**src/rtl/packer_pkg.sv**
```systemverilog
// packer_pkg: shared types and helpers for the UART-byte to RGB444 packer.
//   pack_state_t : position within a 3-byte / 2-pixel group
//   rgb444_t     : {R[3:0],G[3:0],B[3:0]} pixel
//   pixel0/1     : assemble the two pixels of a group from the byte fields
package packer_pkg;

    typedef enum logic [1:0] {
        S_B0,
        S_B1,
        S_B2
    } pack_state_t;

    typedef logic [11:0] rgb444_t;

    // Nibble field positions within a received byte
    localparam int unsigned NIB_HI_MSB = 7;
    localparam int unsigned NIB_HI_LSB = 4;
    localparam int unsigned NIB_LO_MSB = 3;
    localparam int unsigned NIB_LO_LSB = 0;

    // Pixel 0 = {B0[7:4], B0[3:0], B1[7:4]}
    function automatic rgb444_t pixel0(input logic [7:0] b0, input logic [7:0] b1);
        return {b0, b1[NIB_HI_MSB:NIB_HI_LSB]};
    endfunction

    // Pixel 1 = {B1[3:0], B2[7:4], B2[3:0]}
    function automatic rgb444_t pixel1(input logic [7:0] b1, input logic [7:0] b2);
        return {b1[NIB_LO_MSB:NIB_LO_LSB], b2};
    endfunction

endpackage

```
**src/rtl/idle_timer.sv**
```systemverilog
// idle_timer: counts enabled cycles and pulses `expired` for one cycle when
// the count reaches LIMIT, then restarts from zero.
//   clk, rst : clock, asynchronous active-high reset
//   en       : count this cycle
//   clr      : synchronous clear (wins over en)
//   expired  : one-cycle pulse while count == LIMIT
module idle_timer #(
    parameter int unsigned LIMIT = 100000
) (
    input  logic clk,
    input  logic rst,
    input  logic en,
    input  logic clr,
    output logic expired
);

    localparam int unsigned CW = $clog2(LIMIT + 1);

    logic [CW-1:0] cnt_q, cnt_d;

    assign expired = (cnt_q == CW'(LIMIT));

    // Self-restart on expiry keeps `expired` a single-cycle pulse even
    // before the owner's state change has cleared the timer.
    always_comb begin
        cnt_d = cnt_q;
        if (clr || expired) begin
            cnt_d = '0;
        end else if (en) begin
            cnt_d = cnt_q + CW'(1);
        end
    end

    always_ff @(posedge clk or posedge rst) begin
        if (rst) begin
            cnt_q <= '0;
        end else begin
            cnt_q <= cnt_d;
        end
    end

endmodule

```
**src/rtl/rgb_packer.sv**
```systemverilog
// rgb_packer: packs the UART byte stream (3 bytes per 2 pixels) into RGB444
// pixels with sequential frame-buffer addresses.
//   clk, rst   : clock, asynchronous active-high reset
//   rx_data    : received byte, valid when rx_ready
//   rx_ready   : one-cycle byte strobe
//   sof        : one-cycle frame restart strobe
//   pix_data   : registered pixel {R,G,B}
//   pix_addr   : registered frame-buffer address of pix_data
//   pix_valid  : one-cycle pixel strobe
//   frame_done : pulses with the last pixel of a frame
//   drop_err   : pulses when a partial group is discarded on idle timeout
module rgb_packer
    import packer_pkg::*;
#(
    parameter int unsigned IMG_WIDTH   = 1024,
    parameter int unsigned IMG_HEIGHT  = 768,
    parameter int unsigned TIMEOUT_CYC = 100000,
    parameter int unsigned ADDR_W      = $clog2(IMG_WIDTH * IMG_HEIGHT)
) (
    input  logic              clk,
    input  logic              rst,
    input  logic [7:0]        rx_data,
    input  logic              rx_ready,
    input  logic              sof,
    output logic [11:0]       pix_data,
    output logic [ADDR_W-1:0] pix_addr,
    output logic              pix_valid,
    output logic              frame_done,
    output logic              drop_err
);

    localparam int unsigned LAST_PIX = IMG_WIDTH * IMG_HEIGHT - 1;

    if (((IMG_WIDTH * IMG_HEIGHT) % 2) != 0) begin : g_odd_frame
        $error("rgb_packer: IMG_WIDTH*IMG_HEIGHT must be even");
    end

    pack_state_t       state_q, state_d;
    logic [7:0]        hold_q, hold_d;
    logic [ADDR_W-1:0] addr_q, addr_d;
    rgb444_t           pix_data_q, pix_data_d;
    logic [ADDR_W-1:0] pix_addr_q, pix_addr_d;
    logic              pix_valid_q, pix_valid_d;
    logic              frame_done_q, frame_done_d;
    logic              drop_err_q, drop_err_d;

    logic              tmr_en, tmr_clr, tmr_expired;
    pack_state_t       cur_state;
    logic              emit;

    assign tmr_en  = (state_q != S_B0) && !rx_ready;
    assign tmr_clr = rx_ready || sof || (state_q == S_B0);

    idle_timer #(
        .LIMIT (TIMEOUT_CYC)
    ) u_idle_timer (
        .clk     (clk),
        .rst     (rst),
        .en      (tmr_en),
        .clr     (tmr_clr),
        .expired (tmr_expired)
    );

    // sof and timeout both force the group back to S_B0 before the byte of
    // this cycle is examined, so a coincident byte becomes a fresh B0.
    always_comb begin
        state_d      = state_q;
        hold_d       = hold_q;
        addr_d       = addr_q;
        pix_data_d   = pix_data_q;
        pix_addr_d   = pix_addr_q;
        pix_valid_d  = 1'b0;
        frame_done_d = 1'b0;
        drop_err_d   = 1'b0;
        cur_state    = state_q;
        emit         = 1'b0;

        if (sof) begin
            cur_state = S_B0;
            state_d   = S_B0;
            addr_d    = '0;
        end else if (tmr_expired) begin
            cur_state  = S_B0;
            state_d    = S_B0;
            drop_err_d = 1'b1;
        end

        if (rx_ready) begin
            case (cur_state)
                S_B0: begin
                    hold_d  = rx_data;
                    state_d = S_B1;
                end
                S_B1: begin
                    pix_data_d = pixel0(hold_q, rx_data);
                    hold_d[NIB_LO_MSB:NIB_LO_LSB] = rx_data[NIB_LO_MSB:NIB_LO_LSB];
                    emit    = 1'b1;
                    state_d = S_B2;
                end
                S_B2: begin
                    pix_data_d = pixel1(hold_q, rx_data);
                    emit    = 1'b1;
                    state_d = S_B0;
                end
                default: begin
                    state_d = S_B0;
                end
            endcase
        end

        if (emit) begin
            pix_valid_d = 1'b1;
            pix_addr_d  = addr_q;
            if (addr_q == ADDR_W'(LAST_PIX)) begin
                frame_done_d = 1'b1;
                addr_d       = '0;
            end else begin
                addr_d = addr_q + ADDR_W'(1);
            end
        end
    end

    always_ff @(posedge clk or posedge rst) begin
        if (rst) begin
            state_q      <= S_B0;
            hold_q       <= '0;
            addr_q       <= '0;
            pix_data_q   <= '0;
            pix_addr_q   <= '0;
            pix_valid_q  <= 1'b0;
            frame_done_q <= 1'b0;
            drop_err_q   <= 1'b0;
        end else begin
            state_q      <= state_d;
            hold_q       <= hold_d;
            addr_q       <= addr_d;
            pix_data_q   <= pix_data_d;
            pix_addr_q   <= pix_addr_d;
            pix_valid_q  <= pix_valid_d;
            frame_done_q <= frame_done_d;
            drop_err_q   <= drop_err_d;
        end
    end

    assign pix_data   = pix_data_q;
    assign pix_addr   = pix_addr_q;
    assign pix_valid  = pix_valid_q;
    assign frame_done = frame_done_q;
    assign drop_err   = drop_err_q;

endmodule

```
**config.mk**
```make
export PLATFORM = sky130hd
export DESIGN_NAME = rgb_packer
export DESIGN_NICKNAME = d
export VERILOG_FILES = /design/src/rtl/packer_pkg.sv /design/src/rtl/idle_timer.sv /design/src/rtl/rgb_packer.sv
export SDC_FILE = /design/constraint.sdc
export NUM_CORES = 1
export LEC_CHECK = 0
export ABC_AREA = 1
export CAP_MARGIN = 15
export CORE_ASPECT_RATIO = 0.5
export CORE_MARGIN = 4
export CORE_UTILIZATION = 51
export DETAILED_ROUTE_END_ITERATION = 16
export GPL_ROUTABILITY_DRIVEN = 0
export HOLD_SLACK_MARGIN = 0.02
export PLACE_DENSITY = 0.71
export RECOVER_POWER = 50
export SLEW_MARGIN = 30
export SYNTH_ARGS = -nofsm -noshare
export SYNTH_HDL_FRONTEND = slang
export SYNTH_HIERARCHICAL = 1
export SYNTH_SLANG_ARGS = --single-unit
```
**constraint.sdc**
```tcl
create_clock -name clk -period 4 [get_ports clk]
set_input_delay 0.8 -clock clk [delete_from_list [all_inputs] [get_ports clk]]
set_output_delay 0.8 -clock clk [all_outputs]
set_load 0.03 [all_outputs]
```
* After elaboration in Yosys (flattened, before gate mapping)
Cells that the tools add are included.
** Storage, ports and cells
- Register bits after elaboration :: 82
- Input bits :: 12
- Output and inout port bits :: 35
- Word-level logic and storage cells :: 49
** Operators by class
- Add/sub/neg operators :: 2
- Equality and inequality tests :: 4
- Mux-type cells :: 17
- Reduce and logical (&&, ||, !) cells :: 16
** Operators with widths (count)
- 20-bit two-way mux :: 3
- 17-bit two-way mux :: 2
- 12-bit one-hot mux with 2 select lines :: 1
- 20-bit by 1-bit adder with 20-bit output (second input constant) :: 1
- 20-bit == test (second input constant) :: 1
- 17-bit by 1-bit adder with 17-bit output (second input constant) :: 1
- 17-bit == test (second input constant) :: 1
- 2-bit nonzero test :: 4
- 1-bit two-way mux :: 7
- 2-bit two-way mux :: 3
- 2-bit AND reduction :: 3
- 2-bit zero test :: 2
- 2-bit one-hot mux with 2 select lines :: 1
- 2-bit OR reduction :: 2
- 1-bit logical OR :: 3
- 2-bit by 1-bit == test with 1-bit output (second input constant) :: 1
- 2-bit == test (second input constant) :: 1
- 1-bit logical AND :: 1
- 1-bit zero test :: 1

* Depth between registers and ports, before layout
Gate-level depths: netlist of the first run.
- Depth in word-level cells :: 8
- Depth in mapped cells :: 17

* Modules after synthesis
The synthesis of the first run kept the hierarchy.
** Modules (own cells, without submodules)
- rgb_packer :: times used 1, cells each 363, area an instance 3069.2 um2
- idle_timer :: times used 1, cells each 185, area an instance 1166.1 um2

* Least setup slack after synthesis of the first run
OpenSTA, ideal clock, no wires.
- Path kind :: register to register
- Start :: reg u_idle_timer.cnt_q[0]
- End :: reg addr_q[12]
- Library setup time :: 0.078 ns
- Arrival time :: 2.249 ns
- Required time :: 3.922 ns
- Slack :: 1.673 ns
- Stages on the path, launching flop included :: 18
- Buffers on the path :: 2
- Clock period less this slack :: 2.327 ns
- Cells stage by stage :: dfrtp_1 > inv_1 > ha_1 > nand4_1 > nor2_1 > nand2_1 > inv_1 > nor3_1 > inv_1 > ha_1 > nand2_1 > buf_4 > inv_4 > nor2_8 > inv_2 > buf_4 > nor2_1 > o21bai_1
** On the way
- Word-level cells in the longest chain between the ends :: 8
** RTL lines
- start, declared :: line idle_timer.sv:19 : logic [CW-1:0] cnt_q, cnt_d;
- start signal, assigned :: line idle_timer.sv:38 : cnt_q <= cnt_d;
- 17-bit == test (*) :: line idle_timer.sv:21 : assign expired = (cnt_q == CW'(LIMIT));
- via tmr_expired :: line rgb_packer.sv:47 : logic tmr_en, tmr_clr, tmr_expired;
- 2-bit two-way mux (*) (2 in a row)
- 2-bit by 1-bit == test with 1-bit output / 2-bit == test (equally long branches) :: line rgb_packer.sv:89 : case (cur_state)
- 2-bit OR reduction (no source line) (*)
- 1-bit two-way mux (*) :: line rgb_packer.sv:89
- 1-bit two-way mux (*) :: line rgb_packer.sv:88 : if (rx_ready) begin
- 20-bit two-way mux / 2-bit nonzero test (equally long branches)
- end signal, assigned :: line rgb_packer.sv:136 : addr_q <= addr_d;
- end, declared :: line rgb_packer.sv:40 : logic [ADDR_W-1:0] addr_q, addr_d;
Mark *: on every way through the listed nets, which the timed path passes. The rest lies on a longest branch.
A chain may end at the register's enable or synchronous reset.

* Worst setup path in the final report of the first run
- Start :: in sof
- End :: reg addr_q[12]
** On the way
- Word-level cells in the longest chain between the ends :: 6
** RTL lines
- start, declared :: line rgb_packer.sv:24 : input logic sof,
- 2-bit two-way mux
- 2-bit by 1-bit == test with 1-bit output / 2-bit == test (equally long branches) :: line rgb_packer.sv:89
- 2-bit OR reduction (no source line)
- 1-bit two-way mux :: line rgb_packer.sv:89
- 1-bit two-way mux :: line rgb_packer.sv:88
- 20-bit two-way mux / 2-bit nonzero test (equally long branches)
Several ways; a longest one is shown, not always the timed one.

==> flow_results.xml, run 1 <==
<?xml version="1.0" encoding="UTF-8"?>
<metrics>
  <group name="run_status">
    <metric name="outcome" unit="">finished with violations</metric>
    <metric name="violations_in_the_final_reports" unit="">max-capacitance violations, max-slew violations</metric>
  </group>
  <group name="route">
    <metric name="route.layer.met1.wl" unit="um">4291</metric>
    <metric name="met2RoutedLength" unit="um">4587</metric>
    <metric name="drt.antenna.violating_nets" unit="">0</metric>
    <metric name="viasPerCell" unit="">4.906</metric>
    <metric name="detailroute.wirelength.met3" unit="um">291</metric>
    <metric name="post_drt_wl_per_cell" unit="um">13.11</metric>
    <metric name="via_count_of_the_routed_design" unit="">3488</metric>
    <metric name="detailedRoute.firstIterationViolations" unit="">236</metric>
    <metric name="drc_viols" unit="">0</metric>
    <metric name="highest-signal-layer" unit="">met4</metric>
    <metric name="detailedRoute.firstPassIterationCount" unit="">4</metric>
    <metric name="wirelength" unit="um">9318</metric>
  </group>
  <group name="power">
    <metric name="power.share.switching" unit="">0.2904</metric>
    <metric name="total_switching_power" unit="mW">0.5851</metric>
    <metric name="vdd_drop_max" unit="V">0.0002218</metric>
    <metric name="total_power_of_the_final_layout" unit="mW">2.015</metric>
    <metric name="internal_power" unit="mW">1.429</metric>
    <metric name="power.share.clock" unit="">0.379</metric>
    <metric name="power.combinational.fraction" unit="">0.162</metric>
    <metric name="power.density" unit="nW/um^2">398.9</metric>
    <metric name="p_seq_frac" unit="">0.459</metric>
    <metric name="leakage" unit="nW">2.250</metric>
  </group>
  <group name="cts">
    <metric name="clkLatencyLatePin" unit="ps">340</metric>
    <metric name="postCtsResizedCells" unit="">0</metric>
    <metric name="cts_max_level" unit="">3</metric>
    <metric name="cts_buffer_count" unit="">9</metric>
    <metric name="cts_root_buffer" unit="">clkbuf_16</metric>
    <metric name="tritoncts_clock_tree" unit="">built</metric>
    <metric name="hold_buffers" unit="">0</metric>
    <metric name="cts.sink_count" unit="">82</metric>
    <metric name="cts_buffer_depth" unit="">2</metric>
    <metric name="post_cts_buffers" unit="">0</metric>
    <metric name="clk_pin_slew" unit="ps">60</metric>
  </group>
  <group name="floorplanning">
    <metric name="rows" unit="">23</metric>
    <metric name="pin_count" unit="">47</metric>
    <metric name="floorplan.die.width" unit="um">136.9</metric>
    <metric name="die_height" unit="um">72.44</metric>
    <metric name="initial_utilization" unit="">0.5275</metric>
    <metric name="dieArea" unit="sq um">9915</metric>
    <metric name="total_core_area" unit="sq um">8029</metric>
  </group>
  <group name="global_routing">
    <metric name="grt_pass1_vias" unit="">3378</metric>
    <metric name="antenna_found_initial" unit="">0</metric>
    <metric name="grt.overflow.total" unit="">0</metric>
    <metric name="grt_max_degree" unit="">66</metric>
    <metric name="globalRouteTotalUtil" unit="">0.2036</metric>
    <metric name="grt_first_pass_wirelength" unit="um">15870</metric>
  </group>
  <group name="critical_path">
    <metric name="startpoint_class" unit="">input pin</metric>
    <metric name="timing.critical_path.arrival" unit="ps">3100</metric>
    <metric name="critPathMaxFanout" unit="">21</metric>
    <metric name="required_time_of_the_critical_path" unit="ps">4210</metric>
    <metric name="critical_path_class" unit="">in -&gt; reg</metric>
    <metric name="crit_path_end_kind" unit="">flop</metric>
  </group>
  <group name="yosys">
    <metric name="syn_avg_cell_area" unit="sq um">7.729</metric>
    <metric name="complex_gate_fraction_of_the_synthesized_area" unit="">0.09542</metric>
    <metric name="yosys_warnings" unit="">6</metric>
    <metric name="yosys.area_share.xor_xnor" unit="">0.02275</metric>
    <metric name="synth_top_family_by_area" unit="">simple AND/OR/NAND/NOR gates</metric>
    <metric name="synth.area.mux_share" unit="">0</metric>
    <metric name="synth-simple-area-share" unit="">0.3016</metric>
    <metric name="syn_nets" unit="">566</metric>
    <metric name="post_synth_instance_area" unit="sq um">4235</metric>
    <metric name="ys_seq_area_frac" unit="">0.4845</metric>
    <metric name="post_synth_inst_count" unit="">548</metric>
    <metric name="synth.ff_latch_count" unit="">82</metric>
    <metric name="synthAdderAreaFrac" unit="">0.01773</metric>
    <metric name="post_synthesis_cell_type_count" unit="">32</metric>
  </group>
  <group name="placed_design">
    <metric name="dp_hpwl" unit="um">6561</metric>
    <metric name="quantity_of_i_o_buffers_inserted_on_ports" unit="">46</metric>
    <metric name="place.detailed.instances" unit="">695</metric>
  </group>
  <group name="final_layout">
    <metric name="fin_cells" unit="">711</metric>
    <metric name="n_antenna_cell" unit="">0</metric>
    <metric name="area_taken_by_multi_input_logic_gates" unit="sq um">1848</metric>
    <metric name="area.sequential" unit="sq um">2052</metric>
    <metric name="area.growth.synth_to_final" unit="%">19.23</metric>
    <metric name="n_fill_cell" unit="">703</metric>
    <metric name="design.final.nets" unit="">612</metric>
    <metric name="post_route_cells_drive_above_1_share" unit="">0.07179</metric>
  </group>
  <group name="timing">
    <metric name="worst_pin_slew" unit="ps">1566</metric>
    <metric name="final_hold_vios" unit="">0</metric>
    <metric name="timing.slew.headroom" unit="">-0.04372</metric>
    <metric name="finalSetupTns" unit="ps">0</metric>
    <metric name="hold-worst-slack" unit="ps">472.9</metric>
    <metric name="timing.clock.skew" unit="ps">5.012</metric>
    <metric name="report.final.setup_viol" unit="">0</metric>
    <metric name="clock.fmax" unit="MHz">346.3</metric>
    <metric name="final_max_slew_viol_count" unit="">66</metric>
    <metric name="final_min_period_over_clock_period" unit="">0.7220</metric>
    <metric name="fin_crit" unit="ps">2888</metric>
    <metric name="grt_setup_unrepaired" unit="">false</metric>
  </group>
  <group name="min_path">
    <metric name="min-delay-path-class" unit="">reg -&gt; reg</metric>
  </group>
  <group name="job">
    <metric name="max_cap_viol_count" unit="">1</metric>
  </group>
</metrics>
==> critical path: stages <==
cell and delay, ps:
dlygate4sd3_1 700, nor3_1 350, inv_1 130, ha_1 310
nand2_2 70, inv_4 220, nor2_8 80, inv_2 200
nor2_1 70, o21bai_1 160
==> cell families after synthesis <==
kind of cell	Yosys count
XOR/XNOR	11
AO/OA/AOI/OAI	75
adder cells (fa/ha/maj)	6
flip-flops	82
buffers and inverters	83
AND/OR/NAND/NOR	291
==> synth_stat cells <==
cell | count | area [sq um]
a21oi_1 | 13 | 65.06
a21oi_2 | 1 | 8.760
buf_2 | 4 | 20.02
buf_4 | 3 | 22.52
clkbuf_1 | 7 | 26.28
dfrtp_1 | 82 | 2052
ha_1 | 6 | 75.07
inv_1 | 65 | 244.0
inv_2 | 3 | 11.26
inv_4 | 1 | 6.260
nand2_1 | 150 | 563.0
nand2_2 | 7 | 43.79
nand2_4 | 1 | 11.26
nand3_1 | 23 | 115.1
nand3_4 | 1 | 17.52
nand3b_1 | 1 | 7.510
nand4_1 | 8 | 50.05
nand4_2 | 1 | 12.51
nor2_1 | 80 | 300.3
nor2_2 | 5 | 31.28
nor2_4 | 3 | 33.78
nor2_8 | 2 | 40.04
nor3_1 | 7 | 35.03
nor3_2 | 1 | 10.01
o211ai_1 | 4 | 30.03
o21ai_0 | 45 | 225.2
o21ai_1 | 4 | 20.02
o21bai_1 | 4 | 30.03
o22ai_1 | 4 | 25.02
or2_0 | 1 | 6.260
xnor2_1 | 1 | 8.760
xor2_1 | 10 | 87.58
==> placed cells by master (no fill, tap or decap), types with 2 or more instances in the layout <==
| master | Yosys | layout |
|---|---|---|
| nor3_1 | 7 | 7 |
| nor2_4 | 3 | 2 |
| nand4_1 | 8 | 8 |
| a21oi_1 | 13 | 13 |
| clkinv_2 | 0 | 2 |
| clkdlybuf4s50_1 | 0 | 34 |
| inv_2 | 3 | 3 |
| xor2_1 | 10 | 10 |
| clkbuf_1 | 7 | 2 |
| nand3_1 | 23 | 23 |
| nor2_2 | 5 | 5 |
| nand2_1 | 150 | 149 |
| nand2_2 | 7 | 8 |
| o22ai_1 | 4 | 4 |
| inv_1 | 65 | 64 |
| clkbuf_16 | 0 | 9 |
| nor2_1 | 80 | 81 |
| ha_1 | 6 | 6 |
| clkinvlp_4 | 0 | 2 |
| o21ai_1 | 4 | 4 |
| o21ai_0 | 45 | 45 |
| dfrtp_1 | 82 | 82 |
| nor2_8 | 2 | 2 |
| dlygate4sd3_1 | 0 | 12 |
| o21bai_1 | 4 | 4 |
| o211ai_1 | 4 | 4 |
==> path summary, 6_finish.rpt <==
kind,startpoint,to,slack (ps),depth (start not counted)
worst max register to register,u_idle_timer/cnt_q[0],addr_q[12],1290,15
max in group asynchronous,rst,pix_addr[3],1610,3
worst min-delay path,pix_data[8],pix_data[8],470,2
worst min register to register,pix_data[8],pix_data[8],470,2
min in group asynchronous,rst,u_idle_timer/cnt_q[16],1030,2
worst max-delay path,sof,addr_q[12],1110,10
==> power by group through the flow <==
stage,sequential [mW],combinational (mW),clock (mW)
after floorplan,1.02,0.115,0
after global placement,0.940,0.333,0
after detailed placement,0.939,0.337,0
after CTS,0.926,0.338,0.779
after global routing,0.933,0.358,0.812
final,0.924,0.327,0.763
==> through the flow <==
step / area, sq um / utilization / worst slack (ps)
2_1_floorplan: 4235 / - / 1574
3_3_place_gp: 4792 / 0.5969 / 955.6
3_5_place_dp: 4792 / 0.5969 / 817.6
4_1_cts: 5064 / 0.6307 / 1164
5_1_grt: 5050 / 0.6290 / 1012
6_report: 5050 / 0.6290 / 1112
==> cell type report <==
class / instances / area share
Multi-Input combinational cell: 383 / 0.3660
Clock buffer: 10 / 0.04534
Inverter: 69 / 0.05178
Tap cell: 112 / 0.02775
Clock inverter: 6 / 0.008424
Timing Repair Buffer: 49 / 0.09440
Sequential cell: 82 / 0.4063
==> sequential cells by signal (all words and copies together), names as in the netlist <==
signal and flops:
state_q 2, pix_valid 1, pix_addr 20, u_idle_timer/cnt_q 17, addr_q 20, drop_err 1, pix_data 12, hold_q 8
frame_done 1
==> per-layer routing <==
layer / track usage / vias to the layer above
li1: - / 1810
met1: 0.2563 / 1629
met2: 0.3473 / 37
met3: 0.05263 / 12
met4: 0.06748 / 0
met5: 0 / -
Power figures use the tool's default switching activity.
==> inputs of run 2 (changes only) <==
==> constraint.sdc (replaced) <==
create_clock -name clk -period 2.73 [get_ports clk]
set_input_delay 0.546 -clock clk [delete_from_list [all_inputs] [get_ports clk]]
set_output_delay 0.546 -clock clk [all_outputs]
set_load 0.03 [all_outputs]
==> run 2 against run 1 <==
Effect of this change:
- core utilization grew 1.1 points
- combinational power grew 50%
- flip-flop and latch count is the same
- die area is the same
- highest routed layer unchanged
- worst setup slack lost 870 ps
- sequential share of layout area shrank 0.71 points
- power grew 51%
- first-iteration DRC count shrank 17%
- the run still ends with max-capacitance violations, max-slew violations left
- clock-buffer cell count grew 2
==> flow_results.xml, run 2 (same netlist as run 1, synthesis figures left out) <==
<?xml version="1.0" encoding="UTF-8"?>
<metrics>
  <group name="global_routing">
    <metric name="grt_max_degree" unit="">66</metric>
    <metric name="globalRouteTotalUtil" unit="">0.2033</metric>
    <metric name="grt.overflow.total" unit="">0</metric>
    <metric name="grt_first_pass_wirelength" unit="um">16040</metric>
    <metric name="grt_pass1_vias" unit="">3421</metric>
    <metric name="antenna_found_initial" unit="">0</metric>
  </group>
  <group name="route">
    <metric name="post_drt_wl_per_cell" unit="um">12.63</metric>
    <metric name="viasPerCell" unit="">4.953</metric>
    <metric name="detailedRoute.firstPassIterationCount" unit="">5</metric>
    <metric name="detailedRoute.firstIterationViolations" unit="">195</metric>
    <metric name="wirelength" unit="um">9056</metric>
    <metric name="drc_viols" unit="">0</metric>
    <metric name="drt.antenna.violating_nets" unit="">0</metric>
    <metric name="via_count_of_the_routed_design" unit="">3551</metric>
  </group>
  <group name="timing">
    <metric name="hold-worst-slack" unit="ps">473.5</metric>
    <metric name="timing.slew.headroom" unit="">-0.07576</metric>
    <metric name="clock.fmax" unit="MHz">402.4</metric>
    <metric name="final_min_period_over_clock_period" unit="">0.9104</metric>
    <metric name="post-route-worst-setup-slack" unit="ps">244.6</metric>
    <metric name="timing.clock.skew" unit="ps">7.250</metric>
    <metric name="final_max_slew_viol_count" unit="">66</metric>
    <metric name="worst_pin_slew" unit="ps">1614</metric>
    <metric name="fin_crit" unit="ps">2485</metric>
    <metric name="report.final.setup_viol" unit="">0</metric>
    <metric name="final_hold_vios" unit="">0</metric>
  </group>
  <group name="floorplanning">
    <metric name="total_core_area" unit="sq um">8029</metric>
    <metric name="pin_count" unit="">47</metric>
    <metric name="dieArea" unit="sq um">9915</metric>
    <metric name="initial_utilization" unit="">0.5275</metric>
    <metric name="die_height" unit="um">72.44</metric>
    <metric name="floorplan.die.width" unit="um">136.9</metric>
    <metric name="rows" unit="">23</metric>
  </group>
  <group name="critical_path">
    <metric name="rr_endpoint" unit="">addr_q[12]</metric>
    <metric name="critPathMaxFanout" unit="">19</metric>
    <metric name="required_time_of_the_critical_path" unit="ps">2940</metric>
    <metric name="crit_path_end_kind" unit="">flop</metric>
    <metric name="worst_path_dominant_cell_family" unit="">simple AND/OR/NAND/NOR gates</metric>
    <metric name="timing.critical_path.mode_cell" unit="">inv_1</metric>
    <metric name="crit_start" unit="">u_idle_timer/cnt_q[1]</metric>
    <metric name="cp_num_buf_inv" unit="">5</metric>
    <metric name="register_to_register_path_depth" unit="">15</metric>
    <metric name="timing.critical_path.arrival" unit="ps">2700</metric>
    <metric name="critical_path_class" unit="">reg -&gt; reg</metric>
    <metric name="reg2reg_from" unit="">u_idle_timer/cnt_q[1]</metric>
    <metric name="startpoint_class" unit="">flop</metric>
    <metric name="regToRegSetupSlack" unit="ps">240</metric>
    <metric name="critical_path.slowest_cell" unit="">dfrtp_1</metric>
    <metric name="cp_cell_sequence" unit="">inv_1 &gt; ha_1 &gt; nand4_1 &gt; nor2_1 &gt; nand2_1 &gt; inv_1 &gt; nor3_1 &gt; inv_1 &gt; ha_1 &gt; nand2_2 &gt; inv_6 &gt; nor2_8 &gt; inv_2 &gt; nor2_1 &gt; o21bai_1</metric>
    <metric name="cpPeakStageDelay" unit="ps">400</metric>
  </group>
  <group name="cts">
    <metric name="clkLatencyLatePin" unit="ps">340</metric>
    <metric name="tritoncts_clock_tree" unit="">built</metric>
    <metric name="cts_root_buffer" unit="">clkbuf_16</metric>
    <metric name="post_cts_buffers" unit="">0</metric>
    <metric name="cts_max_level" unit="">3</metric>
    <metric name="cts_buffer_depth" unit="">2</metric>
    <metric name="cts_buffer_count" unit="">9</metric>
    <metric name="cts.sink_count" unit="">82</metric>
    <metric name="clk_pin_slew" unit="ps">60</metric>
  </group>
  <group name="placed_design">
    <metric name="post-place-ws" unit="ps">101.4</metric>
    <metric name="dpl_cell_area" unit="sq um">4850</metric>
    <metric name="dp_hpwl" unit="um">6399</metric>
    <metric name="quantity_of_i_o_buffers_inserted_on_ports" unit="">46</metric>
    <metric name="place.detailed.instances" unit="">701</metric>
  </group>
  <group name="final_layout">
    <metric name="n_fill_cell" unit="">716</metric>
    <metric name="finalInstanceArea" unit="sq um">5140</metric>
    <metric name="fin_cells" unit="">717</metric>
    <metric name="post_route_cells_drive_above_1_share" unit="">0.08264</metric>
    <metric name="layout.cells.most_common" unit="">nand2_1</metric>
    <metric name="n_antenna_cell" unit="">0</metric>
    <metric name="area.growth.synth_to_final" unit="%">21.36</metric>
    <metric name="mostFrequentLayoutCells" unit="">nand2_1, dfrtp_1, nor2_1</metric>
    <metric name="design.final.nets" unit="">618</metric>
  </group>
  <group name="power">
    <metric name="total_switching_power" unit="mW">0.8341</metric>
    <metric name="total_power_of_the_final_layout" unit="mW">3.048</metric>
    <metric name="p_seq_frac" unit="">0.444</metric>
    <metric name="power.combinational.fraction" unit="">0.161</metric>
    <metric name="vdd_drop_max" unit="V">0.0003469</metric>
    <metric name="power.share.switching" unit="">0.2736</metric>
    <metric name="internal_power" unit="mW">2.214</metric>
    <metric name="power.density" unit="nW/um^2">593.1</metric>
    <metric name="power.share.clock" unit="">0.395</metric>
    <metric name="leakage" unit="nW">2.298</metric>
  </group>
  <group name="min_path">
    <metric name="timing.hold.worst.start" unit="">pix_data[9]</metric>
    <metric name="min-delay-path-class" unit="">reg -&gt; reg</metric>
    <metric name="worstHoldEndpoint" unit="">pix_data[9]</metric>
    <metric name="hold_depth" unit="">2</metric>
  </group>
  <group name="job">
    <metric name="max_cap_viol_count" unit="">1</metric>
  </group>
  <group name="run_status">
    <metric name="outcome" unit="">finished with violations</metric>
    <metric name="violations_in_the_final_reports" unit="">max-capacitance violations, max-slew violations</metric>
  </group>
</metrics>
[run 2: final cells by class]
cell class	count	area (sq um)	area share
sequential	82	2052	0.3992
multi-input combinational	383	1861	0.3620
timing repair buffer	55	525.5	0.1022
inverter	69	264.0	0.05136
clock buffer	12	246.5	0.04796
tap	112	140.1	0.02726
clock inverter	4	51.30	0.009981
[run 2: worst max-delay path by stage]
| stage | slack, ps | cells after the start | to |
|---|---|---|---|
| finish | 240 | 15 | addr_q[12] |
| global placement | 170 | 7 | pix_data[7] |
| floorplan | 400 | 17 | addr_q[12] |
| global route | -3 | 15 | addr_q[12] |
| CTS | 210 | 12 | pix_data[5] |
| detailed placement | 100 | 7 | pix_data[5] |
[run 2: layer usage]
layer,routed length (um),track usage,up-vias
met3,280,0.05540,16
met2,4358,0.3299,50
li1,-,-,1836
met1,4284,0.2700,1649
met5,0,0,-
met4,131,0.06195,0
[run 2: timing repair]
| item | 4_1_cts | 5_1_grt |
|---|---|---|
| hold buffers | 0 | 0 |
| resized for setup | 0 | 3 |
| setup endpoints to repair | 0 | 41 |
[run 2: worst reg2reg max path, cell delays in order (launching register included)]
cell	delay (ps)
dfrtp_1	400
inv_1	80
ha_1	200
nand4_1	100
nor2_1	60
nand2_1	80
inv_1	80
nor3_1	240
inv_1	120
ha_1	300
nand2_2	90
inv_6	180
nor2_8	50
inv_2	190
nor2_1	60
o21bai_1	150
[run 2: power groups by stage]
stage	combinational, mW	clock [mW]	sequential [mW]
final	0.490	1.21	1.35
after global routing	0.533	1.28	1.36
after CTS	0.510	1.24	1.35
after detailed placement	0.509	0	1.38
after global placement	0.499	0	1.38
after floorplan	0.169	0	1.50
[run 2: metrics by stage]
stage	setup TNS, ps	utilization
5_1_grt	-3.459	0.6402
3_5_place_dp	0	0.6040
6_report	0	0.6402
3_3_place_gp	0	0.6040
4_1_cts	0	0.6411
2_1_floorplan	0	-
